File: src/rtl/light_shade_sequencer_pkg.sv
// Shared types, constants and helpers for the light shade sequencer and
// neighbouring shading stages.
package light_shade_sequencer_pkg;

    localparam logic [7:0] COLOR_MAX = 8'hFF;

    typedef struct packed {
        logic [7:0] r;
        logic [7:0] g;
        logic [7:0] b;
    } Color;

    typedef struct packed {
        logic signed [15:0] x;
        logic signed [15:0] y;
        logic signed [15:0] z;
    } RayDirection;

    typedef struct packed {
        Color       color;
        logic [7:0] intensity;
    } LightSource_t;

    typedef struct packed {
        logic        hit;
        logic [15:0] t;
        RayDirection normal;
        Color        color;
    } AABB_result_t;

    typedef enum logic [2:0] {
        IDLE  = 3'd0,
        FETCH = 3'd1,
        LOAD  = 3'd2,
        ISSUE = 3'd3,
        WAIT  = 3'd4,
        DONE  = 3'd5
    } shade_seq_state_e;

    // 8-bit channel add that clips at full intensity instead of wrapping.
    function automatic logic [7:0] sat_add8(input logic [7:0] a, input logic [7:0] b);
        logic [8:0] s;
        s = {1'b0, a} + {1'b0, b};
        return s[8] ? COLOR_MAX : s[7:0];
    endfunction

endpackage

File: src/rtl/light_shade_sequencer_if.sv
// Request/response bundle between the ray unit (master) and the sequencer (slave).
interface light_shade_sequencer_if #(
    parameter int MAX_LIGHTS = 8
);
    import light_shade_sequencer_pkg::*;

    localparam int IDX_W = $clog2(MAX_LIGHTS);

    logic         req_valid_in;
    logic         req_ready_out;
    AABB_result_t aabb_in;
    logic [IDX_W:0] num_lights_in;
    logic         resp_valid_out;
    logic         resp_ready_in;
    Color         color_out;
    logic         timeout_out;

    modport master (
        output req_valid_in, aabb_in, num_lights_in, resp_ready_in,
        input  req_ready_out, resp_valid_out, color_out, timeout_out
    );

    modport slave (
        input  req_valid_in, aabb_in, num_lights_in, resp_ready_in,
        output req_ready_out, resp_valid_out, color_out, timeout_out
    );

endinterface

File: src/rtl/color_sat_add.sv
// Per-channel saturating adder for two colors; purely combinational so any
// shading stage can drop it into its datapath.
module color_sat_add
    import light_shade_sequencer_pkg::*;
(
    input  Color a_i,
    input  Color b_i,
    output Color sum_o
);

    // Clip each channel independently at full intensity.
    always_comb begin
        sum_o.r = sat_add8(a_i.r, b_i.r);
        sum_o.g = sat_add8(a_i.g, b_i.g);
        sum_o.b = sat_add8(a_i.b, b_i.b);
    end

endmodule

File: src/rtl/light_shade_sequencer.sv
// Time-shares one shader across up to MAX_LIGHTS lights for a single hit,
// summing the per-light colors with saturation and returning the pixel color.
module light_shade_sequencer
    import light_shade_sequencer_pkg::*;
#(
    parameter int MAX_LIGHTS     = 8,
    parameter int IDX_W          = $clog2(MAX_LIGHTS),
    parameter int TIMEOUT_CYCLES = 64
) (
    input  logic                   clk,
    input  logic                   reset,
    light_shade_sequencer_if.slave ray_if,
    output logic                   light_rd_en_out,
    output logic [IDX_W-1:0]       light_addr_out,
    input  LightSource_t           light_src_in,
    input  RayDirection            light_dir_in,
    output logic                   shade_start_out,
    output AABB_result_t           shade_aabb_out,
    output LightSource_t           shade_light_out,
    output RayDirection            shade_dir_out,
    input  Color                   shade_color_in,
    input  logic                   shade_valid_in
);

    localparam int CNT_W = IDX_W + 1;
    localparam int TMO_W = $clog2(TIMEOUT_CYCLES);

    shade_seq_state_e state_q;
    logic             req_ready_q;
    logic             light_rd_en_q;
    logic [IDX_W-1:0] light_addr_q;
    logic             shade_start_q;
    logic             resp_valid_q;
    logic             timeout_q;
    logic             armed_q;
    logic [IDX_W-1:0] idx_q;
    logic [CNT_W-1:0] cnt_q;
    logic [TMO_W-1:0] tmo_cnt_q;
    Color             acc_q;
    AABB_result_t     shade_aabb_q;
    LightSource_t     shade_light_q;
    RayDirection      shade_dir_q;

    Color             sum_d;
    logic [CNT_W-1:0] num_clamped_d;
    logic             last_d;
    logic             accept_d;
    logic             expire_d;

    color_sat_add u_sat_add (
        .a_i   (acc_q),
        .b_i   (shade_color_in),
        .sum_o (sum_d)
    );

    // Clamp the requested light count to the table size.
    always_comb begin
        num_clamped_d = ray_if.num_lights_in;
        if (ray_if.num_lights_in > CNT_W'(MAX_LIGHTS)) begin
            num_clamped_d = CNT_W'(MAX_LIGHTS);
        end else begin
            num_clamped_d = ray_if.num_lights_in;
        end
    end

    // A result counts only once valid has been seen low since the job was issued,
    // so a valid still high from the previous job cannot be counted twice.
    assign accept_d = shade_valid_in && armed_q;
    assign expire_d = (tmo_cnt_q == TMO_W'(TIMEOUT_CYCLES - 1));
    assign last_d   = ({1'b0, idx_q} == (cnt_q - CNT_W'(1)));

    // Sequencer FSM: walks the lights, drives registered strobes and accumulates.
    always_ff @(posedge clk or posedge reset) begin
        if (reset) begin
            state_q       <= IDLE;
            req_ready_q   <= 1'b1;
            light_rd_en_q <= 1'b0;
            light_addr_q  <= '0;
            shade_start_q <= 1'b0;
            resp_valid_q  <= 1'b0;
            timeout_q     <= 1'b0;
            armed_q       <= 1'b0;
            idx_q         <= '0;
            cnt_q         <= '0;
            tmo_cnt_q     <= '0;
            acc_q         <= '0;
            shade_aabb_q  <= '0;
            shade_light_q <= '0;
            shade_dir_q   <= '0;
        end else begin
            case (state_q)
                IDLE: begin
                    if (ray_if.req_valid_in) begin
                        req_ready_q  <= 1'b0;
                        shade_aabb_q <= ray_if.aabb_in;
                        cnt_q        <= num_clamped_d;
                        acc_q        <= '0;
                        timeout_q    <= 1'b0;
                        idx_q        <= '0;
                        light_addr_q <= '0;
                        if (num_clamped_d == CNT_W'(0)) begin
                            state_q      <= DONE;
                            resp_valid_q <= 1'b1;
                        end else begin
                            state_q       <= FETCH;
                            light_rd_en_q <= 1'b1;
                        end
                    end
                end
                FETCH: begin
                    light_rd_en_q <= 1'b0;
                    state_q       <= LOAD;
                end
                LOAD: begin
                    shade_light_q <= light_src_in;
                    shade_dir_q   <= light_dir_in;
                    shade_start_q <= 1'b1;
                    state_q       <= ISSUE;
                end
                ISSUE: begin
                    shade_start_q <= 1'b0;
                    armed_q       <= ~shade_valid_in;
                    tmo_cnt_q     <= '0;
                    state_q       <= WAIT;
                end
                WAIT: begin
                    armed_q <= armed_q | ~shade_valid_in;
                    if (accept_d || expire_d) begin
                        if (accept_d) begin
                            acc_q <= sum_d;
                        end else begin
                            timeout_q <= 1'b1;
                        end
                        if (last_d) begin
                            state_q      <= DONE;
                            resp_valid_q <= 1'b1;
                        end else begin
                            idx_q         <= idx_q + IDX_W'(1);
                            light_addr_q  <= idx_q + IDX_W'(1);
                            light_rd_en_q <= 1'b1;
                            state_q       <= FETCH;
                        end
                    end else begin
                        tmo_cnt_q <= tmo_cnt_q + TMO_W'(1);
                    end
                end
                DONE: begin
                    if (ray_if.resp_ready_in) begin
                        resp_valid_q <= 1'b0;
                        req_ready_q  <= 1'b1;
                        state_q      <= IDLE;
                    end
                end
                default: begin
                    state_q       <= IDLE;
                    req_ready_q   <= 1'b1;
                    light_rd_en_q <= 1'b0;
                    shade_start_q <= 1'b0;
                    resp_valid_q  <= 1'b0;
                end
            endcase
        end
    end

    assign ray_if.req_ready_out  = req_ready_q;
    assign ray_if.resp_valid_out = resp_valid_q;
    assign ray_if.color_out      = acc_q;
    assign ray_if.timeout_out    = timeout_q;
    assign light_rd_en_out       = light_rd_en_q;
    assign light_addr_out        = light_addr_q;
    assign shade_start_out       = shade_start_q;
    assign shade_aabb_out        = shade_aabb_q;
    assign shade_light_out       = shade_light_q;
    assign shade_dir_out         = shade_dir_q;

endmodule

File: src/flat_wrapper.sv
// flat-port wrapper written by rule: the top's interface ports become plain ports
module light_shade_sequencer_flat import light_shade_sequencer_pkg::*;
#(
    parameter int MAX_LIGHTS     = 8,
    parameter int IDX_W          = $clog2(MAX_LIGHTS),
    parameter int TIMEOUT_CYCLES = 64
)
  (clk, reset, light_rd_en_out, light_addr_out, light_src_in, light_dir_in, shade_start_out, shade_aabb_out, shade_light_out, shade_dir_out, shade_color_in, shade_valid_in, ray_if_req_valid_in, ray_if_aabb_in, ray_if_num_lights_in, ray_if_resp_ready_in, ray_if_req_ready_out, ray_if_resp_valid_out, ray_if_color_out, ray_if_timeout_out);
  light_shade_sequencer_if #(.MAX_LIGHTS(MAX_LIGHTS)) ray_if_i ();
  input  logic clk;
  input  logic reset;
  output logic light_rd_en_out;
  output logic [IDX_W-1:0] light_addr_out;
  input  LightSource_t light_src_in;
  input  RayDirection light_dir_in;
  output logic shade_start_out;
  output AABB_result_t shade_aabb_out;
  output LightSource_t shade_light_out;
  output RayDirection shade_dir_out;
  input  Color shade_color_in;
  input  logic shade_valid_in;
  input wire logic [$bits(ray_if_i.req_valid_in)-1:0] ray_if_req_valid_in;
  input wire logic [$bits(ray_if_i.aabb_in)-1:0] ray_if_aabb_in;
  input wire logic [$bits(ray_if_i.num_lights_in)-1:0] ray_if_num_lights_in;
  input wire logic [$bits(ray_if_i.resp_ready_in)-1:0] ray_if_resp_ready_in;
  output wire logic [$bits(ray_if_i.req_ready_out)-1:0] ray_if_req_ready_out;
  output wire logic [$bits(ray_if_i.resp_valid_out)-1:0] ray_if_resp_valid_out;
  output wire logic [$bits(ray_if_i.color_out)-1:0] ray_if_color_out;
  output wire logic [$bits(ray_if_i.timeout_out)-1:0] ray_if_timeout_out;
  assign ray_if_i.req_valid_in = ray_if_req_valid_in;
  assign ray_if_i.aabb_in = ray_if_aabb_in;
  assign ray_if_i.num_lights_in = ray_if_num_lights_in;
  assign ray_if_i.resp_ready_in = ray_if_resp_ready_in;
  assign ray_if_req_ready_out = ray_if_i.req_ready_out;
  assign ray_if_resp_valid_out = ray_if_i.resp_valid_out;
  assign ray_if_color_out = ray_if_i.color_out;
  assign ray_if_timeout_out = ray_if_i.timeout_out;
  light_shade_sequencer #(.MAX_LIGHTS(MAX_LIGHTS), .IDX_W(IDX_W), .TIMEOUT_CYCLES(TIMEOUT_CYCLES)) u_core (.clk(clk), .reset(reset), .ray_if(ray_if_i), .light_rd_en_out(light_rd_en_out), .light_addr_out(light_addr_out), .light_src_in(light_src_in), .light_dir_in(light_dir_in), .shade_start_out(shade_start_out), .shade_aabb_out(shade_aabb_out), .shade_light_out(shade_light_out), .shade_dir_out(shade_dir_out), .shade_color_in(shade_color_in), .shade_valid_in(shade_valid_in));
endmodule
File: config.mk
export PLATFORM = sky130hd
export DESIGN_NAME = light_shade_sequencer_flat
export DESIGN_NICKNAME = d
export VERILOG_FILES = /design/src/rtl/light_shade_sequencer_pkg.sv /design/src/rtl/light_shade_sequencer_if.sv /design/src/rtl/color_sat_add.sv /design/src/rtl/light_shade_sequencer.sv /design/src/flat_wrapper.sv
export SDC_FILE = /design/constraint.sdc
export NUM_CORES = 1
export LEC_CHECK = 0
export BUFFER_PORTS_ARGS = -buffer_cell sky130_fd_sc_hd__buf_4
export CAP_MARGIN = 0
export CORE_UTILIZATION = 30
export CTS_CLUSTER_SIZE = 10
export DETAILED_ROUTE_END_ITERATION = 8
export PLACE_DENSITY = 0.59
export RECOVER_POWER = 50
export SLEW_MARGIN = 5
export SYNTH_ARGS = -nofsm -noshare
export SYNTH_HDL_FRONTEND = slang
export SYNTH_SLANG_ARGS = --single-unit
File: constraint.sdc
create_clock -name clk -period 17.9 [get_ports clk]
set_clock_uncertainty 0.05 [all_clocks]
set_input_delay 1.79 -clock clk [delete_from_list [all_inputs] [get_ports clk]]
set_output_delay 1.79 -clock clk [all_outputs]
set_load 0.05 [all_outputs]
Word level (Yosys, flattened, before mapping). Cells that the tools add are included.

$lt $le $gt $ge: 1. Bitwise gates (word level): 5. Multiplexer cells: 39. Equal/unequal tests: 17. Reductions and logical operators: 19. Add/sub/neg operators: 6.

Operators with widths (count): 24-bit 2-to-1 mux (3); 24-bit case mux with 2 select lines (1); 8-bit by 8-bit adder with 9-bit output (3); 3-bit 2-to-1 mux (8); 8-bit 2-to-1 mux (3); 3-bit case mux with 6 select lines (1); 1-bit 2-to-1 mux (13); 2-bit inequality test (second input constant) (6); 6-bit case mux with 2 select lines (1); 4-bit AND reduction (3); 2-bit by 1-bit inequality test with 1-bit output (second input constant) (4); 4-bit OR reduction (2); 6-bit by 1-bit adder with 6-bit output (second input constant) (1); 3-bit by 2-bit == test with 1-bit output (second input constant) (2); 3-bit == test (second input constant) (2); 6-bit == test (second input constant) (1); 6-bit 2-to-1 mux (1); 1-bit case mux with 2 select lines (3); 1-bit case mux with 3 select lines (2); 3-bit case mux with 2 select lines (1); 3-bit AND reduction (2); 6-bit AND reduction (1); 3-bit OR reduction (2); 5-bit AND reduction (1); 15 further kinds (20).

Bits in registers: 215. Output and inout port bits: 201. Bits of input ports: 202. Word-level logic and storage cells: 115.

Depth between registers and ports, before layout. Gate-level depths: netlist (run 1).

Word-level depth: 6. Depth in mapped cells: 8. Depth with buffers taken out: 7.

Cells and area by module. A second synthesis (run 1) with hierarchy kept.

Cell total of the unflattened synthesis: 683. Area total of the unflattened synthesis: 9461.6 µm².

Modules (own cells, without submodules): light_shade_sequencer (area each 8298.0 µm², cells each 539, times used 1); color_sat_add (area each 1163.6 µm², cells each 144, times used 1).

Worst setup path after synthesis (run 1). No wires, ideal clock.

Path type: input port to flip-flop. Start point: in shade_color_in[16] in the netlist's numbering. End point: reg u_core.acc_q, in the netlist u_core.ray_if.color_out[21]. Setup time: 122 ps. Arrival time: 3258 ps. Path buffers: 0. Cell stages on the path: 7. Setup slack: 14470 ps. Cell sequence: ha_1 fa_1 a211oi_1 o21ai_0 a31o_2 a22oi_1 nand2_1.

Word-level cells in the longest chain between the ends: 5.

Ends and longest elaborated chain: start, declared (RTL line flat_wrapper.sv:20) `input Color shade_color_in;`; 8-bit by 8-bit adder with 9-bit output (RTL line light_shade_sequencer_pkg.sv:43) `s = {1'b0, a} + {1'b0, b};`; 8-bit 2-to-1 mux (RTL line light_shade_sequencer_pkg.sv:44) `return s[8] ? COLOR_MAX : s[7:0];`; 24-bit 2-to-1 mux (RTL line light_shade_sequencer.sv:129) `if (accept_d) begin`; 24-bit 2-to-1 mux (RTL line light_shade_sequencer.sv:128) `if (accept_d || expire_d) begin`; 24-bit case mux with 2 select lines (RTL line light_shade_sequencer.sv:91) `case (state_q)`; end signal, assigned (RTL line light_shade_sequencer.sv:130) `acc_q <= sum_d;`; end, declared (RTL line light_shade_sequencer.sv:39) `Color acc_q;`.

Every way passes these cells. The select of a mux whose other input is x is not followed. A chain may end at the register's enable or synchronous reset.

==> results of run 1 <==
[layout make-up]
type	instances	share of cell area
flip-flops and latches	215	0.412
multi-input cells	630	0.294
repair buffers	406	0.196
clock buffers	34	0.0545
well taps	396	0.0379
inverters	10	0.00297
clock inverters	2	0.00268
diodes	1	0.000191
[final timing paths]
kind                                                    end  slack [ps]  depth (start not counted)                       from
worst max-delay path            u_core.ray_if.color_out[12]       12350                          4                      reset
worst min-delay path              u_core.shade_aabb_out[37]         420                          2  u_core.shade_aabb_out[37]
worst max register to register     u_core.shade_dir_out[25]       13170                          4          u_core.state_q[1]
worst min register to register    u_core.shade_aabb_out[37]         420                          2  u_core.shade_aabb_out[37]
max in group clk                   u_core.shade_dir_out[25]       13170                          4          u_core.state_q[1]
min in group asynchronous         u_core.shade_aabb_out[29]        2460                          2                      reset
[state kept, by name, indices dropped and copies added, names as in the netlist]
signal,count
u_core.armed_q,1
u_core.tmo_cnt_q,6
u_core.ray_if.timeout_out,1
u_core.light_rd_en_out,1
u_core.ray_if.color_out,24
u_core.shade_aabb_out,89
u_core.ray_if.req_ready_out,1
u_core.shade_light_out,32
u_core.ray_if.resp_valid_out,1
u_core.cnt_q,4
u_core.shade_start_out,1
u_core.idx_q,3
u_core.shade_dir_out,48
u_core.state_q,3
[stage by stage]
stage                      util  cell area (um2)  hold slack (ps)
after CTS                 0.441            13600              427
after global routing      0.424            13100              445
after floorplan               -             9480              413
after detailed placement  0.416            12800              413
final                     0.424            13100              418
after global placement    0.416            12800              408
[critical path: cells and delay by family]
family / cells / cell delay [ps]
buffers and inverters: 4 / 4080
[cells in the final DEF (no fill, tap or decap), drive strengths merged, types with 12 or more instances in the layout]
master	instances
dfrtp	214
a31oi	13
buf	276
o21ai	31
nand3	15
ha	27
mux2	80
nor2	19
a21oi	34
nand2	295
clkbuf	164
xor2	12
[synth_stat cells, types with 5 or more instances]
cell type | instances | area share
a211oi_1 | 6 | 0.0048
a21o_1 | 9 | 0.0071
a21oi_1 | 33 | 0.017
a22oi_1 | 6 | 0.0048
a31oi_1 | 13 | 0.0086
and2_1 | 8 | 0.0053
buf_2 | 18 | 0.0095
clkbuf_1 | 18 | 0.0071
dfrtp_1 | 214 | 0.56
ha_1 | 27 | 0.036
inv_1 | 10 | 0.0040
mux2_2 | 80 | 0.095
mux2i_1 | 6 | 0.0063
nand2_1 | 295 | 0.12
nand2b_1 | 6 | 0.0040
nand3_1 | 15 | 0.0079
nor2_1 | 16 | 0.0063
nor3_1 | 7 | 0.0037
o21ai_0 | 29 | 0.015
o21bai_1 | 8 | 0.0063
xnor2_1 | 5 | 0.0046
xor2_1 | 12 | 0.011
[where the power goes]
part | internal, mW | leakage (nW) | total (mW) | switching [mW]
combinational | 0.460 | 3.46 | 1.65 | 1.19
sequential | 0.716 | 2.67 | 0.861 | 0.144
clock | 0.287 | 0.365 | 0.479 | 0.192
[kinds of logic (layout without fill, tap and decap cells)]
logic type               count (synthesis)  after routing  synth area share
AO/OA/AOI/OAI                          124            124            0.0828
XOR/XNOR                                17             17            0.0157
adder cells (fa/ha/maj)                 30             30            0.0420
buffers and inverters                   51            452            0.0257
flip-flops                             215            215             0.568
multiplexers                            86             86             0.101
other                                    0              1                 0
AND/OR/NAND/NOR                        373            373             0.165
[routing by layer]
| metal | up-vias | routed length, um | part of all wire | global-route usage |
|---|---|---|---|---|
| met5 | - | 0 | 0 | 0 |
| met4 | 0 | 855 | 0.032 | 0.0517 |
| li1 | 3798 | - | - | - |
| met1 | 3696 | 10900 | 0.40 | 0.204 |
| met2 | 286 | 12900 | 0.47 | 0.273 |
| met3 | 43 | 2520 | 0.093 | 0.0535 |
==> impl_metrics.ini, run 1 <==
[outcome]
outcome = finished, violations left
violations = DRC, capacitance limit, slew limit

[route]
ant_nets = 0
dr.pass1.iters = 9
via_per_inst = 4.62
dr_total_vias = 7823
routedWlPerCell_um = 16.0
drt_iter0_drc = 322
wl_um = 27100
post-route-drc-count = 24

[timing]
rsz0062_at_grt = no
final_max_slew_viol_count = 225
setup_violations = 0
worst_pin_slew_ps = 4350
fin_tns_setup_ps = 0
hold_viol_final = 0
max_slew_margin = -1.90
max_freq_mhz = 180
min_period_ps = 5550
period_share = 0.310
worst_slack_ps = 12350

[critical_path]
crit_fanout = 94
critPathMaxStageDelay_ps = 2290
crit_top_cell = buf_4
worstPathRequired_ps = 18440
start_kind = input pin
worstPathCellList = clkbuf_4 -> clkinvlp_2 -> buf_4 -> buf_4
path_class = in -> async
arrival_ps = 6090
endpoint_kind = async pin
crit_slowest_cell = clkinvlp_2

[power]
power-per-cell-area_mw_per_mm2 = 229
worst_ir_drop_vdd_mv = 0.152
finalPower_mw = 2.99
power_leakage_nw = 6.49

[clock_tree]
cts_sinks = 215
ctsResizeCount = 0
cts_tree = done
cts_root_buf = clkbuf_16
clk_pin_slew_ps = 50
ctsHtreeMaxLevel = 1
insertion_delay_ps = 520
cts_setup_buffers = 0
cts.path.max_buffers = 3
ctsHoldBuffers = 0
numCtsBuffers = 26

[global_routing]
grt_max_degree = 98
antenna_found_initial = 1
grt_pass1_wl_um = 43400
grt_pass1_vias = 7973
grt_usage = 0.165
grt_overflow = 0

[placed_design]
gp_congestion = 0.793
dp_hpwl_um = 19700
dp_worst_setup_slack_ps = 13740
io_buffers = 402
dp_cells = 1657

[floorplan]
die_area_mm2 = 0.0323
pin_count = 403
dieHeight_um = 180
rows = 64
die_x_um = 180
core_mm2 = 0.0308
start_util = 0.307

[yosys]
yosysUniqueCellTypes = 55
yosys_warnings = 0
synthCells = 896
synthesis.nets = 1128
netlist_area_mm2 = 0.00948
syn_area_per_cell_um2 = 10.6
yosysSeqAreaShare = 0.568
async_flop_share = 1.00
yosys_most_used_dff = dfrtp_1
synth-seq-cells = 215
synth_edf_count = 0

[run]
cap_violations = 3

[finish]
multiInputGateArea_mm2 = 0.00384
layout-drive-gt1-share = 0.307
areaGrowthSynthToFinish_pct = 37.9
instances_no_fill = 1694
ff_latch_area_mm2 = 0.00538
nNetsFinal = 1521
nFillCells = 3106

[min_path]
hp-class = reg -> reg
(Power assumes the default switching activity.)
==> run 2, diff against run 1 <==
ABC_AREA = 1   (was default)
PLACE_DENSITY = 0.6   (was 0.59)
clock period = 4.93 ns   (was 17.9 ns; I/O delays follow)
==> run 2 against run 1 <==
  * The run ends with capacitance limit, slew limit left
  * Clock-buffer cell count unchanged
  * Non-clock buffer count grew 1
  * Clock power rose to 3.5 times the previous value
  * Setup slack worse by 10000 ps
  * Critical endpoint is now u_core.cnt_q[0]
  * Largest power group unchanged
==> impl_metrics.ini, run 2 <==
[timing]
max_slew_margin = -0.263
hold_viol_final = 0
final_max_slew_viol_count = 76
worst_pin_slew_ps = 1890
setup_violations = 0
max_freq_mhz = 348
worst_slack_ps = 2050
rsz0062_at_grt = no
min_period_ps = 2880
holdWs_ps = 115
period_share = 0.583
fin_tns_setup_ps = 0

[route]
drt_iter0_drc = 263
post-route-drc-count = 0
via_per_inst = 4.52
ant_nets = 0
dr.pass1.iters = 4
wl_um = 26600
routedWlPerCell_um = 14.9
dr_total_vias = 8113

[finish]
areaGrowthSynthToFinish_pct = 37.9
final_cell_area_mm2 = 0.0133
nFillCells = 3198
largest_reg_flops = 89
instances_no_fill = 1794
final_cell_mix = 415 x nand2_1, 310 x buf_4, 214 x dfrtp_1, 101 x clkbuf_1, 78 x mux2_1
mostFrequentLayoutCell = nand2_1
fin_util = 0.421
layout-drive-gt1-share = 0.265
nNetsFinal = 1614

[critical_path]
start_kind = flip-flop
endpoint_kind = flip-flop
arrival_ps = 3270
crit_fanout = 65
path_class = reg -> reg
worstPathRequired_ps = 5320

[floorplan]
core_mm2 = 0.0316
die_area_mm2 = 0.0328
dieHeight_um = 181
die_x_um = 181
start_util = 0.305
rows = 65
pin_count = 403

[yosys]
synth_top_cell_by_area = dfrtp_1
synthesis.nets = 1211
synthTopCellsByArea = dfrtp_1 56%, nand2_1 16%, mux2_1 9.1%, ha_1 3.5%, buf_6 2.1%
yosysUniqueCellTypes = 36
yosys_warnings = 0
yosysSeqAreaShare = 0.559
synth_common_cells = 413 x nand2_1, 214 x dfrtp_1, 78 x mux2_1
synth_edf_count = 0
netlist_area_mm2 = 0.00963
async_flop_share = 1.00
synth-seq-cells = 215
synthCells = 979
yosysMostFrequentCell = nand2_1
synth_top_area_frac = 0.556
syn_area_per_cell_um2 = 9.84
yosys_most_used_dff = dfrtp_1

[run]
cap_violations = 1

[outcome]
outcome = finished, violations left
violations = capacitance limit, slew limit

[clock_tree]
ctsHtreeMaxLevel = 1
cts_setup_buffers = 0
cts_tree = done
ctsResizeCount = 0
cts_sinks = 215
numCtsBuffers = 26
ctsHoldBuffers = 0
clk_pin_slew_ps = 60
cts_root_buf = clkbuf_16
cts.path.max_buffers = 3
insertion_delay_ps = 530

[power]
power-per-cell-area_mw_per_mm2 = 807
worst_ir_drop_vdd_mv = 0.401
finalPower_mw = 10.7
power_leakage_nw = 6.92

[placed_design]
dp_worst_setup_slack_ps = 2170
place_area_mm2 = 0.0129
dp_cells = 1756
dp_hpwl_um = 19000
gp_congestion = 0.824
io_buffers = 402

[global_routing]
grt_pass1_wl_um = 43200
grt_overflow = 0
grt_usage = 0.161
grt_max_degree = 141
antenna_found_initial = 1
grt_pass1_vias = 8127

[min_path]
hp-class = in -> reg
==> run 2: worst paths after layout <==
path	cells past startpoint	from	slack, ps	to
max reg2reg	8	u_core.state_q[1]	2050	u_core.cnt_q[0]
max	8	u_core.state_q[1]	2050	u_core.cnt_q[0]
max in group asynchronous	3	reset	3010	u_core.ray_if.color_out[1]
min in group asynchronous	3	reset	120	u_core.shade_aabb_out[52]
min reg2reg	2	u_core.shade_aabb_out[4]	420	u_core.shade_aabb_out[4]
min	3	ray_if_aabb_in[67]	110	u_core.shade_aabb_out[67]
==> run 2: critical path, cell delays in order (launching register included) <==
cell and delay (ps):
dfrtp_1 440, nor2_1 370, nand2_2 150, nor2_4 410
clkinv_2 500, buf_4 500, nor2_4 200, inv_2 60
o22ai_2 90
==> run 2: per-layer routing <==
metal / track usage / wire length [um]
met5: 0 / 0
met4: 0.0464 / 593
met3: 0.0431 / 2060
met2: 0.279 / 12900
met1: 0.195 / 11100
==> run 2: layout make-up <==
class	count	area, um2	share of cell area
Clock buffer	34	691	0.0520
Inverter	43	164	0.0123
Timing Repair Buffer	407	2710	0.204
Antenna cell	1	2.50	0.000189
Tap cell	402	503	0.0379
Clock inverter	3	26.3	0.00198
Multi-Input combinational cell	689	3790	0.286
Sequential cell	215	5380	0.405
==> run 2: report_power, final <==
| group | internal [mW] | total [mW] | switching (mW) |
|---|---|---|---|
| Sequential | 2.59 | 3.08 | 0.485 |
| Clock | 0.966 | 1.68 | 0.718 |
| Combinational | 1.58 | 5.96 | 4.38 |
==> run 2: cell families after synthesis <==
| logic type | count (synthesis) | share of synthesized area |
|---|---|---|
| xor gates and xnor gates | 7 | 0.00637 |
| and+or+nand+nor | 507 | 0.216 |
| adders and majority gates | 30 | 0.0413 |
| muxes | 80 | 0.0936 |
| DFF | 215 | 0.559 |
| AOI/OAI and AO/OA | 65 | 0.0391 |
| buffers and inverters | 75 | 0.0452 |
==> run 3, diff against run 2 <==
ABC_AREA = 0   (was 1)
PLACE_DENSITY = 0.59   (was 0.6)
clock period = 2.7 ns   (was 4.93 ns; I/O delays follow)
==> run 3 against run 2 <==
  * The flow finishes with violations (DRC)
  * Register-to-register slack worse by 1600 ps
  * First-iteration DRC count rose by 56%
  * Critical path type unchanged
  * Critical endpoint is now u_core.ray_if.color_out[9]
  * Largest cell class unchanged
  * Sequential share of layout area fell by 4.9 points
  * Clock power is 94% higher
  * Die area fell by 1.5%
==> impl_metrics.ini, run 3 (same netlist as run 1, synthesis figures left out) <==
[outcome]
outcome = finished, violations left
violations = DRC

[clock_tree]
insertion_delay_ps = 530
ctsHtreeMaxLevel = 1
cts_tree = done
clk_pin_slew_ps = 60
cts.path.max_buffers = 3
cts_sinks = 215
numCtsBuffers = 27
cts_root_buf = clkbuf_16

[power]
power_leakage_nw = 7.44
finalPower_mw = 20.4
worst_ir_drop_vdd_mv = 0.903
power-per-cell-area_mw_per_mm2 = 1350

[route]
ant_nets = 0
drt_iter0_drc = 410
wl_met1_um = 12000
top_layer = met4
post-route-drc-count = 25
wl_met2_um = 15000
dr.pass1.iters = 8
via_per_inst = 4.62
routedWlPerCell_um = 16.1
wl_met3_um = 2440
dr_total_vias = 8698
wl_um = 30300

[timing]
hold_viol_final = 0
setup_violations = 0
max_freq_mhz = 443
min_period_ps = 2260
rsz0062_at_grt = no
period_share = 0.836
worst_pin_slew_ps = 1390
final_max_slew_viol_count = 0
worst_slack_ps = 444
max_slew_margin = 0.0649

[critical_path]
crit_slowest_cell = fa_1
path_buf_inv = 0
timing.rr.start = u_core.ray_if.color_out[8]
crit_top_cell = o21ai_0
path_class = reg -> reg
endpoint_kind = flip-flop
worstPathRequired_ps = 3060
arrival_ps = 2620
startpoint = u_core.ray_if.color_out[8]
crit_fanout = 5
path_depth = 7
start_kind = flip-flop
critPathMaxStageDelay_ps = 430
path_delay_family = compound AO/OA/AOI/OAI gates
reg2regPathDepth = 7
worstPathCellList = ha_1 -> fa_1 -> a211oi_1 -> o21ai_0 -> a31o_2 -> o21ai_0 -> nand2_1

[finish]
final_cell_area_mm2 = 0.0151
instances_no_fill = 1884
largest_reg_flops = 89
final_cell_mix = 306 x buf_4, 294 x nand2_1, 214 x dfrtp_1, 175 x dlygate4sd3_1, 107 x clkbuf_1
layout-drive-gt1-share = 0.300
areaGrowthSynthToFinish_pct = 59.5
nNetsFinal = 1708
diodes = 0
mostFrequentLayoutCell = buf_4

[min_path]
hold-path-cell-count = 4
hold_start = shade_color_in[0]
hp-class = in -> reg

[placed_design]
io_buffers = 402
gp_congestion = 0.828
place_area_mm2 = 0.0130
dp_cells = 1668
dp_worst_setup_slack_ps = 437
dp_hpwl_um = 20600

[floorplan]
start_util = 0.307
die_x_um = 180
core_mm2 = 0.0308
dieHeight_um = 180
die_area_mm2 = 0.0323
pin_count = 403
rows = 64

[global_routing]
grt_overflow = 0
antenna_found_initial = 0
grt_max_degree = 83
grt_pass1_wl_um = 49100
grt_usage = 0.187
grt_pass1_vias = 9322

[run]
cap_violations = 0
[run 3: changes by cell type in the layout (fill, tap and decap cells not counted), moves of 8 or more]
| cell | previous run | this run |
|---|---|---|
| a21o_1 | 0 | 9 |
| a31oi_1 | 0 | 13 |
| dlygate4sd3_1 | 0 | 175 |
| inv_1 | 36 | 9 |
| mux2_1 | 78 | 0 |
| mux2_2 | 2 | 80 |
| nand2_1 | 415 | 294 |
| nand3_1 | 40 | 15 |
| nand4_1 | 11 | 3 |
| nor2_1 | 25 | 16 |
| o21ai_0 | 6 | 29 |
| o21ai_1 | 18 | 2 |
| xor2_1 | 1 | 12 |
[run 3: layout make-up]
class,count,area [um2]
tap,396,495
timing repair buffer,592,4550
clock inverter,5,28.8
clock buffer,36,749
fill,2799,15700
sequential,215,5380
multi-input combinational,630,3870
inverter,10,38.8
[run 3: final timing paths]
kind / slack [ps] / to
setup / recovery: 440 / u_core.ray_if.color_out[9]
hold / removal: 40 / u_core.ray_if.color_out[0]
setup reg to reg: 440 / u_core.ray_if.color_out[9]
hold reg to reg: 420 / u_core.shade_aabb_out[71]
max in group asynchronous: 550 / u_core.shade_aabb_out[61]
min in group asynchronous: 590 / u_core.shade_dir_out[36]
[run 3: where the power goes]
group | internal (mW) | switching, mW
logic | 3.33 | 8.08
registers | 4.75 | 0.987
clock network | 1.91 | 1.35
total | 9.99 | 10.4
[run 3: through the flow]
stage           util  hold WS [ps]  TNS (ps)
2_1_floorplan      -           325    -89310
3_3_place_gp   0.422           392         0
3_5_place_dp   0.422           399         0
4_1_cts        0.504          1.67         0
5_1_grt        0.490          61.5         0
6_report       0.490          39.2         0
[run 3: layer usage]
metal  vias to the layer above  GRT usage
met5                         -          0
met4                         0     0.0607
met3                        62     0.0492
met2                       331      0.329
met1                      4138      0.221
li1                       4167          -
[run 3: worst register-to-register path, delay by kind of cell (launching register included)]
kind            cells  cell delay [ps]
fa+ha+maj           2              680
simple gates        1               70
flops               1              400
compound gates      4              930
[run 3: timing repair]
item                      4_1_cts  5_1_grt
hold endpoints to repair      193        0
setup buffers                   0        0
resized for setup               0        0
hold buffers                  175        0
